[src/rtl/frame_uart_pkg.sv]
// Shared types and width helpers for the framed-JPEG UART transmitter.
// Widths are derived from the module parameters through the helper functions.
package frame_uart_pkg;

    typedef enum logic [2:0] {
        ST_IDLE,
        ST_LOAD,
        ST_START,
        ST_DATA,
        ST_STOP
    } tx_state_e;

    localparam int DEF_CLOCK_DIVIDER = 6;
    localparam int DEF_FIFO_DEPTH    = 512;
    localparam int DROP_COUNT_MAX    = 255;
    localparam int DATA_BITS         = 8;

    function automatic int ptr_w(input int depth);
        return $clog2(depth);
    endfunction

    // One extra bit so a full FIFO (count == depth) is representable.
    function automatic int cnt_w(input int depth);
        return $clog2(depth) + 1;
    endfunction

    function automatic int baud_w(input int div);
        return $clog2(div);
    endfunction

endpackage

[src/rtl/frame_uart_tx_byte_fifo.sv]
// Single-clock byte FIFO with a registered read port so the array maps to BRAM/SPRAM.
// The memory itself carries no reset; only pointers and the occupancy count do.
module byte_fifo
    import frame_uart_pkg::*;
#(
    parameter int DEPTH = DEF_FIFO_DEPTH
) (
    input  logic                    clock,
    input  logic                    nreset,
    input  logic                    wr_en_i,
    input  logic [7:0]              wr_data_i,
    input  logic                    rd_en_i,
    output logic [7:0]              rd_data_o,
    output logic [cnt_w(DEPTH)-1:0] count_o,
    output logic                    full_o,
    output logic                    empty_o
);

    localparam int PTR_W = ptr_w(DEPTH);
    localparam int CNT_W = cnt_w(DEPTH);

    logic [7:0]       mem_q [DEPTH];
    logic [7:0]       rd_data_q;
    logic [PTR_W-1:0] wptr_q, wptr_d;
    logic [PTR_W-1:0] rptr_q, rptr_d;
    logic [CNT_W-1:0] count_q, count_d;
    logic             do_wr, do_rd;

    assign full_o  = (count_q == CNT_W'(DEPTH));
    assign empty_o = (count_q == '0);

    // Full is judged on the start-of-cycle count, so a same-cycle read never
    // makes room for a write.
    assign do_wr = wr_en_i && !full_o;
    assign do_rd = rd_en_i && !empty_o;

    always_ff @(posedge clock) begin
        if (do_wr) mem_q[wptr_q] <= wr_data_i;
        if (do_rd) rd_data_q <= mem_q[rptr_q];
    end

    always_comb begin
        wptr_d  = wptr_q;
        rptr_d  = rptr_q;
        count_d = count_q;
        if (do_wr) wptr_d = wptr_q + PTR_W'(1);
        if (do_rd) rptr_d = rptr_q + PTR_W'(1);
        case ({do_wr, do_rd})
            2'b10:   count_d = count_q + CNT_W'(1);
            2'b01:   count_d = count_q - CNT_W'(1);
            default: count_d = count_q;
        endcase
    end

    always_ff @(posedge clock or negedge nreset) begin
        if (!nreset) begin
            wptr_q  <= '0;
            rptr_q  <= '0;
            count_q <= '0;
        end else begin
            wptr_q  <= wptr_d;
            rptr_q  <= rptr_d;
            count_q <= count_d;
        end
    end

    assign rd_data_o = rd_data_q;
    assign count_o   = count_q;

endmodule

[src/rtl/frame_uart_tx.sv]
// Buffers the stuffer's framed byte stream and serialises it as 8N1 UART.
// Bytes arriving while the FIFO is full are dropped and counted per frame.
module frame_uart_tx
    import frame_uart_pkg::*;
#(
    parameter int CLOCK_DIVIDER = DEF_CLOCK_DIVIDER,
    parameter int FIFO_DEPTH    = DEF_FIFO_DEPTH
) (
    input  logic       clock,
    input  logic       nreset,
    input  logic [7:0] data_in,
    input  logic       data_in_valid,
    input  logic       vsync_in,
    output logic       uart_tx,
    output logic       idle,
    output logic       overflow,
    output logic [7:0] drop_count
);

    localparam int CNT_W  = cnt_w(FIFO_DEPTH);
    localparam int BAUD_W = baud_w(CLOCK_DIVIDER);
    localparam logic [BAUD_W-1:0] BAUD_LAST = BAUD_W'(CLOCK_DIVIDER - 1);
    localparam logic [2:0]        BIT_LAST  = 3'(DATA_BITS - 1);
    localparam logic [7:0]        DROP_MAX  = 8'(DROP_COUNT_MAX);

    tx_state_e         state_q, state_d;
    logic [BAUD_W-1:0] baud_q, baud_d;
    logic [2:0]        bit_q, bit_d;
    logic [7:0]        sh_q, sh_d;
    logic              tx_q, tx_d;
    logic              idle_q, idle_d;
    logic              vs_q;
    logic              ovf_q, ovf_d;
    logic [7:0]        dcnt_q, dcnt_d;

    logic              fifo_rd;
    logic [7:0]        fifo_rd_data;
    logic [CNT_W-1:0]  fifo_count;
    logic              fifo_full, fifo_empty;
    logic              baud_end, vs_fall, drop, accept;

    byte_fifo #(
        .DEPTH (FIFO_DEPTH)
    ) u_fifo (
        .clock     (clock),
        .nreset    (nreset),
        .wr_en_i   (data_in_valid),
        .wr_data_i (data_in),
        .rd_en_i   (fifo_rd),
        .rd_data_o (fifo_rd_data),
        .count_o   (fifo_count),
        .full_o    (fifo_full),
        .empty_o   (fifo_empty)
    );

    assign baud_end = (baud_q == BAUD_LAST);
    assign accept   = data_in_valid && !fifo_full;
    assign drop     = data_in_valid && fifo_full;
    assign vs_fall  = vs_q && !vsync_in;

    // Baud counter restarts on every state entry, including each new data bit.
    always_comb begin
        state_d = state_q;
        baud_d  = baud_q + BAUD_W'(1);
        bit_d   = bit_q;
        sh_d    = sh_q;
        fifo_rd = 1'b0;
        case (state_q)
            ST_IDLE: begin
                baud_d = '0;
                if (!fifo_empty) begin
                    fifo_rd = 1'b1;
                    state_d = ST_LOAD;
                end
            end
            ST_LOAD: begin
                baud_d  = '0;
                bit_d   = '0;
                sh_d    = fifo_rd_data;
                state_d = ST_START;
            end
            ST_START: begin
                if (baud_end) begin
                    baud_d  = '0;
                    state_d = ST_DATA;
                end
            end
            ST_DATA: begin
                if (baud_end) begin
                    baud_d = '0;
                    if (bit_q == BIT_LAST) begin
                        state_d = ST_STOP;
                    end else begin
                        bit_d = bit_q + 3'd1;
                        sh_d  = {1'b0, sh_q[7:1]};
                    end
                end
            end
            ST_STOP: begin
                if (baud_end) begin
                    baud_d  = '0;
                    state_d = ST_IDLE;
                end
            end
            default: begin
                baud_d  = '0;
                state_d = ST_IDLE;
            end
        endcase
    end

    // Line level is registered from next-state so uart_tx tracks the state glitch-free.
    always_comb begin
        tx_d = 1'b1;
        case (state_d)
            ST_START: tx_d = 1'b0;
            ST_DATA:  tx_d = sh_d[0];
            default:  tx_d = 1'b1;
        endcase
        idle_d = (state_d == ST_IDLE) && (fifo_count == '0) && !accept;
    end

    // A drop in the frame-boundary cycle belongs to the new frame.
    always_comb begin
        ovf_d  = ovf_q;
        dcnt_d = dcnt_q;
        if (drop) begin
            ovf_d = 1'b1;
            if (vs_fall)                 dcnt_d = 8'd1;
            else if (dcnt_q != DROP_MAX) dcnt_d = dcnt_q + 8'd1;
        end else if (vs_fall) begin
            ovf_d  = 1'b0;
            dcnt_d = '0;
        end
    end

    always_ff @(posedge clock or negedge nreset) begin
        if (!nreset) begin
            state_q <= ST_IDLE;
            baud_q  <= '0;
            bit_q   <= '0;
            sh_q    <= '0;
            tx_q    <= 1'b1;
            idle_q  <= 1'b1;
            vs_q    <= 1'b0;
            ovf_q   <= 1'b0;
            dcnt_q  <= '0;
        end else begin
            state_q <= state_d;
            baud_q  <= baud_d;
            bit_q   <= bit_d;
            sh_q    <= sh_d;
            tx_q    <= tx_d;
            idle_q  <= idle_d;
            vs_q    <= vsync_in;
            ovf_q   <= ovf_d;
            dcnt_q  <= dcnt_d;
        end
    end

    assign uart_tx    = tx_q;
    assign idle       = idle_q;
    assign overflow   = ovf_q;
    assign drop_count = dcnt_q;

endmodule

[config.mk]
export PLATFORM = sky130hd
export DESIGN_NAME = frame_uart_tx
export DESIGN_NICKNAME = d
export VERILOG_FILES = /design/src/rtl/frame_uart_pkg.sv /design/src/rtl/frame_uart_tx_byte_fifo.sv /design/src/rtl/frame_uart_tx.sv
export SDC_FILE = /design/constraint.sdc
export NUM_CORES = 2
export LEC_CHECK = 0
export CORE_MARGIN = 10
export CORE_UTILIZATION = 35
export CTS_CLUSTER_DIAMETER = 200
export CTS_CLUSTER_SIZE = 24
export DETAILED_ROUTE_END_ITERATION = 8
export HOLD_SLACK_MARGIN = 0.05
export PLACE_DENSITY_LB_ADDON = 0.3
export SYNTH_ARGS = -nofsm -noshare
export SYNTH_HDL_FRONTEND = slang
export SYNTH_SLANG_ARGS = --single-unit
[constraint.sdc]
create_clock -name clock -period 14.5 [get_ports clock]
set_input_delay 3.625 -clock clock [delete_from_list [all_inputs] [get_ports clock]]
set_output_delay 3.625 -clock clock [all_outputs]
set_load 0.05 [all_outputs]
# --- After elaboration in Yosys (flattened, before gate mapping) ---
# Memory sizes are Yosys's and may differ from the RTL's. A register that Yosys moved wholly into a read port is not among the register bits.
# Cells that the tools add are included.
classes:
  n_addsub: 7
  mul: 0
  div_mod_pow: 0
  order_cmp: 0
  n_eq_ne: 14
  shifts: 0
  muxes: 26
  bitwise_logic: 0
  reduce_logical: 20
op_table:
  columns: ["operator", "count"]
  rows:
  - ["$mux W8", 6]
  - ["$mux W3", 9]
  - ["$pmux W10 S2", 1]
  - ["$add A9 B1 Y9 const B", 2]
  - ["$pmux W8 S2", 1]
  - ["$pmux W3 S5", 1]
  - ["$eq A3 B2 Y1 const B", 4]
  - ["$add A10 B1 Y10 const B", 1]
  - ["$eq A10 B10 Y1 const B", 1]
  - ["$logic_not A10 Y1", 1]
  - ["$sub A10 B1 Y10 const B", 1]
  - ["$eq A3 B3 Y1 const B", 3]
  - ["$add A8 B1 Y8 const B", 1]
  - ["$ne A8 B8 Y1 const B", 1]
  - ["$reduce_bool A2 Y1", 4]
  - ["$add A3 B1 Y3 const B", 2]
  - ["$logic_and A1 B1 Y1", 6]
  - ["$logic_not A3 Y1", 2]
  - ["$mux W1", 6]
  - ["$pmux W3 S2", 1]
  - ["$logic_not A1 Y1", 4]
  - ["$ne A2 B2 Y1 const B", 2]
  - ["$eq A3 B1 Y1 const B", 1]
  - ["$reduce_and A3 Y1", 1]
  - ["5 further kinds", 5]
totals:
  reg_bits: 57
  latch_bits: 0
  mem_bits_rw: 4096
  mem_bits_ro: 0
  input_bits: 12
  wordCells: 81
  mem_count: 1
memory_table:
  columns: ["name", "words", "word_bits", "read_ports", "rd_clocked_by_memory_dff", "write_ports", "line", "source"]
  rows:
  - ["u_fifo.mem_q", 512, 8, 1, 1, 1, "frame_uart_tx_byte_fifo.sv:22", "logic [7:0] mem_q [DEPTH];"]

# --- Depth between registers and ports, before layout ---
logic_depth:
  depth_word: 7
  ltp_mapped: 20
  depth_no_buf: 16

# --- Cells and area by module ---
# A second synthesis with hierarchy kept.
hier_totals:
  hier_cells: 7651
  area_unflattened_um2: 162738.6
modules_own_cells:
  columns: ["module", "instances", "cells_per_inst", "area_per_inst_um2", "seq_area_each_um2"]
  rows:
  - ["byte_fifo", 1, 7516, 161336.0, 123938.9]
  - ["frame_uart_tx", 1, 135, 1402.6, 728.2]

# --- Worst setup path before layout ---
# No wires, ideal clock.
synth_timing:
  kind: "input to register"
  startpoint: "in data_in_valid"
  endpoint: "reg u_fifo.count_q[8], in the netlist u_fifo.count_o[8]"
  t_arrival_ns: 6.239
  t_required_ns: 14.421
  setup_slack_ns: 8.181
  cell_stages: 16
  n_path_buf: 3
  cell_sequence: "and2_1 clkbuf_1 inv_1 ha_1 clkbuf_1 clkbuf_1 xor2_1 ha_1 a21oi_1 nor2b_1 o21ai_0 nand2_1 a21oi_1 or3b_2 a21oi_1 xor2_1"
synth_via:
  elab_chain_len: 3
  word_cells_on_any_way: 5
  classes_between: "2 x eq/ne; 1 x mux; 2 x reduce/logical"
synth_rtl:
  columns: ["element", "line", "source"]
  rows:
  - ["from (decl)", "frame_uart_tx.sv:12", "input logic data_in_valid,"]
  - ["$logic_and A1 B1 Y1 *", "frame_uart_tx_byte_fifo.sv:34", "assign do_wr = wr_en_i && !full_o;"]
  - ["$eq A2 B1 Y1 or $eq A2 B2 Y1 (tied branches)", "frame_uart_tx_byte_fifo.sv:48", "case ({do_wr, do_rd})"]
  - ["$pmux W10 S2 or $reduce_bool A2 Y1 (tied branches)", null, null]
  - ["to (signal assigned)", "frame_uart_tx_byte_fifo.sv:63", "count_q <= count_d;"]
  - ["to (decl)", "frame_uart_tx_byte_fifo.sv:26", "logic [CNT_W-1:0] count_q, count_d;"]
# Mark *: on every way between the ends. The rest lies on a longest branch, timed or not.
# A chain may end at the register's enable or synchronous reset.

# --- Final worst setup path ---
layout_timing:
  startpoint: "in data_in_valid"
  endpoint: "mem u_fifo.mem_q[464][1], enable pin"
layout_via:
  elab_chain_len: 3
layout_rtl:
  columns: ["element", "line", "source"]
  rows:
  - ["$logic_and A1 B1 Y1", "frame_uart_tx_byte_fifo.sv:34", null]
  - ["$mux W1", "frame_uart_tx_byte_fifo.sv:38", "if (do_wr) mem_q[wptr_q] <= wr_data_i;"]
  - ["$mux W1 (not written as such)", "frame_uart_tx_byte_fifo.sv:38", null]
  - ["to (decl)", "frame_uart_tx_byte_fifo.sv:22", null]
# Every way passes these cells.

==> flow_metrics.py <==
metrics = {
    "outcome": {
        "status": "complete, no violations",
    },
    "power": {
        "leakagePower_nw": 52.03,
        "pwr-share-seq_pct": 52.7,
        "power_mw": 25.43,
        "p_int_mw": 18.30,
        "max-vdd-ir-drop_uv": 139.2,
        "p_sw_share_pct": 28.03,
        "pwr-share-clk_pct": 24.3,
        "power_frac_comb_pct": 23.0,
        "p_switching_mw": 7.127,
        "power-per-cell-area_nw_per_um2": 146.0,
    },
    "route": {
        "drtIter0Drc": 11657,
        "via_count": 80898,
        "ant_nets": 0,
        "wirelength_mm": 480.2,
        "drc": 0,
        "dr.pass1.iters": 8,
        "via_per_inst": 5.810,
        "wire_per_inst_um": 34.49,
    },
    "logic_synthesis": {
        "synth.distinct_cells": 77,
        "yosysMostFrequentCell": "edfxtp_1",
        "synth_top_area_cell": "edfxtp_1",
        "postSynthCellCount": 7770,
        "synth_commonest_cells": "edfxtp_1, mux4_2, nor2_1, mux2i_1, nand2_1",
        "netlist.area_leader.share_pct": 76.15,
        "synth_edf_count": 4104,
        "ys_ff_latch": 4161,
        "synthFlopType": "edfxtp_1",
        "ys_seq_area_share_pct": 77.03,
        "synth_area_leaders": "edfxtp_1, mux4_2, mux2i_1",
        "async_flop_share_pct": 1.370,
        "ys_warn_count": 0,
        "syn_area_um2": 161800,
        "syn_nets": 7794,
        "syn_area_per_cell_um2": 20.83,
    },
    "clock_network": {
        "cts.htree.levels": 4,
        "ctsResizeCount": 0,
        "cts_sinks": 4161,
        "cts.clk_slew.worst_paths_ns": 0.10,
        "cts_setup_buffers": 0,
        "clk_latency_ns": 0.94,
        "cts_buffers": 195,
        "holdBufCountCts": 0,
        "cts.path.max_buffers": 4,
        "cts_root_buf": "clkbuf_16",
        "cts_tree": "done",
    },
    "worst_hold_path": {
        "min_from": "u_fifo.rd_data_o[7]",
        "worstHoldPathCells": 2,
        "hold_path.class": "reg -> reg",
        "hold_end": "sh_q[7]",
    },
    "timing": {
        "finalCritPeriodShare_pct": 50.09,
        "period_needed_ns": 7.264,
        "setup_viol": 0,
        "setup_ws_ns": 7.236,
        "rsz0062_at_grt": "no",
        "tightest_slew_ns": 1.426,
        "finClkSkew_ns": 0.05153,
        "totalNegativeSetupSlack_ns": 0,
        "maxSlewHeadroom_pct": 4.229,
        "fmaxAchievable_ghz": 0.1377,
        "fin_hold_ws_ns": 0.4728,
        "maxSlewViolCount": 0,
        "report.final.hold_viol_count": 0,
    },
    "global_route": {
        "grtUsageTotal_pct": 18.95,
        "grt_first_pass_wirelength_mm": 666.5,
        "grt_pass1_vias": 79946,
        "grt.overflow.total": 0,
        "grt_max_degree": 142,
        "grt_antenna_before_repair": 32,
    },
    "setup_path": {
        "startpoint_type": "primary input",
        "slowest_delay_ns": 1.12,
        "critPathMaxFanout": 19,
        "reg2reg_depth": 14,
        "cp.arrival_ns": 7.84,
        "crit_chain": "clkdlybuf4s50_1 > and2_1 > inv_1 > nor3_1 > nand2_4 > buf_4 > nor2_1",
        "r2r_slack_ns": 8.51,
        "cp_slowest_cell": "nor3_1",
        "required_ns": 15.08,
        "crit_type": "in -> reg",
        "reg2reg_from": "u_fifo.rptr_q[2]",
        "timing.rr.end": "u_fifo.rd_data_o[2]",
        "endpoint_kind": "flip-flop",
    },
    "finish": {
        "stdcell_count": 13923,
        "nNetsFinal": 7719,
        "utilization_pct": 37.86,
        "finish.instance_area_um2": 174200,
        "area_growth_pct": 7.646,
        "drive_gt1_share_pct": 17.95,
    },
    "placed_design": {
        "routabilityCongestion": 0.8945,
        "pre_cts_slack_ns": 6.306,
        "placed_cells": 13647,
        "numPortBuffers": 22,
        "post-dp-hpwl_mm": 283.9,
        "place_area_um2": 168900,
    },
    "die": {
        "row_count": 249,
        "core-area_um2": 460200,
        "io_pins": 23,
        "die_w_um": 700.0,
        "fp.dieArea_um2": 490000,
        "chipHeight_um": 700.0,
        "start_util_pct": 35.17,
    },
    "flow_run": {
        "maxCapViolations": 0,
    },
}
## power groups by stage
stage | clock network, mW | logic (mW) | registers (mW)
6_report | 6.18 | 5.84 | 13.4
5_1_grt | 6.70 | 6.13 | 13.4
4_1_cts | 6.26 | 5.88 | 13.4
3_5_place_dp | 0 | 5.87 | 13.7
3_3_place_gp | 0 | 5.85 | 13.7
2_1_floorplan | 0 | 4.23 | 13.6
## critical path: cells and delay by family
family,cells,cell delay [ns]
buffers and inverters,3,1.35
AND/OR/NAND/NOR,4,2.80
## how the worst max path moves through the flow
stage / start / endpoint / slack (ns)
2_1_floorplan: data_in_valid / u_fifo.count_o[8] / 8.18
3_3_place_gp: data_in_valid / u_fifo.mem_q[448][1] / 6.41
3_5_place_dp: data_in_valid / u_fifo.mem_q[0][1] / 6.31
4_1_cts: data_in_valid / u_fifo.mem_q[448][2] / 7.31
5_1_grt: data_in_valid / u_fifo.mem_q[448][2] / 7.10
6_report: data_in_valid / u_fifo.mem_q[464][1] / 7.24
## state kept, by name (all words and copies together), names as in the netlist, 3 cells and up
register,flops
bit_q,3
drop_count,8
u_fifo.rd_data_o,8
u_fifo.count_o,10
baud_q,3
u_fifo.wptr_q,9
sh_q,8
u_fifo.rptr_q,9
state_q,3
u_fifo.mem_q,4096
## placed cells by master (no fill, tap or decap), drive strengths merged, types with 24 or more instances in the layout
cell,n
o22ai,61
edfxtp,4104
clkbuf,255
nand4,25
o211ai,24
nand2,273
a21oi,154
mux2i,335
dfrtp,55
o21ai,64
nor2,569
mux4,924
a22oi,209
nor3,47
buf,195
nand3,60
o221ai,35
a211oi,61
## per-layer routing
metal / track usage (%) / vias up / part of all wire (%)
li1: - / 31808 / -
met1: 26.84 / 43359 / 41
met2: 29.07 / 5010 / 45
met3: 4.395 / 701 / 10
met4: 6.013 / 20 / 3.6
met5: 0 / - / 0.076
## cell type report
type                       instances  area, µm²
antenna                           12      30.03
clock buffer                     255       5147
clock inverter                     9      137.6
fill                           41056     285900
inverter                          16      67.56
multi-input combinational       3113      34530
sequential                      4161     124700
tap                             6149       7694
timing repair buffer             208       1914
## kinds of logic after synthesis
group / share of synthesized area (%)
flops: 77.03
mux: 14.95
simple gates: 2.785
compound gates: 3.134
buf+inv: 1.819
xor+xnor: 0.1840
fa+ha+maj: 0.09277
Note: power is estimated with default switching activity, not from simulation.
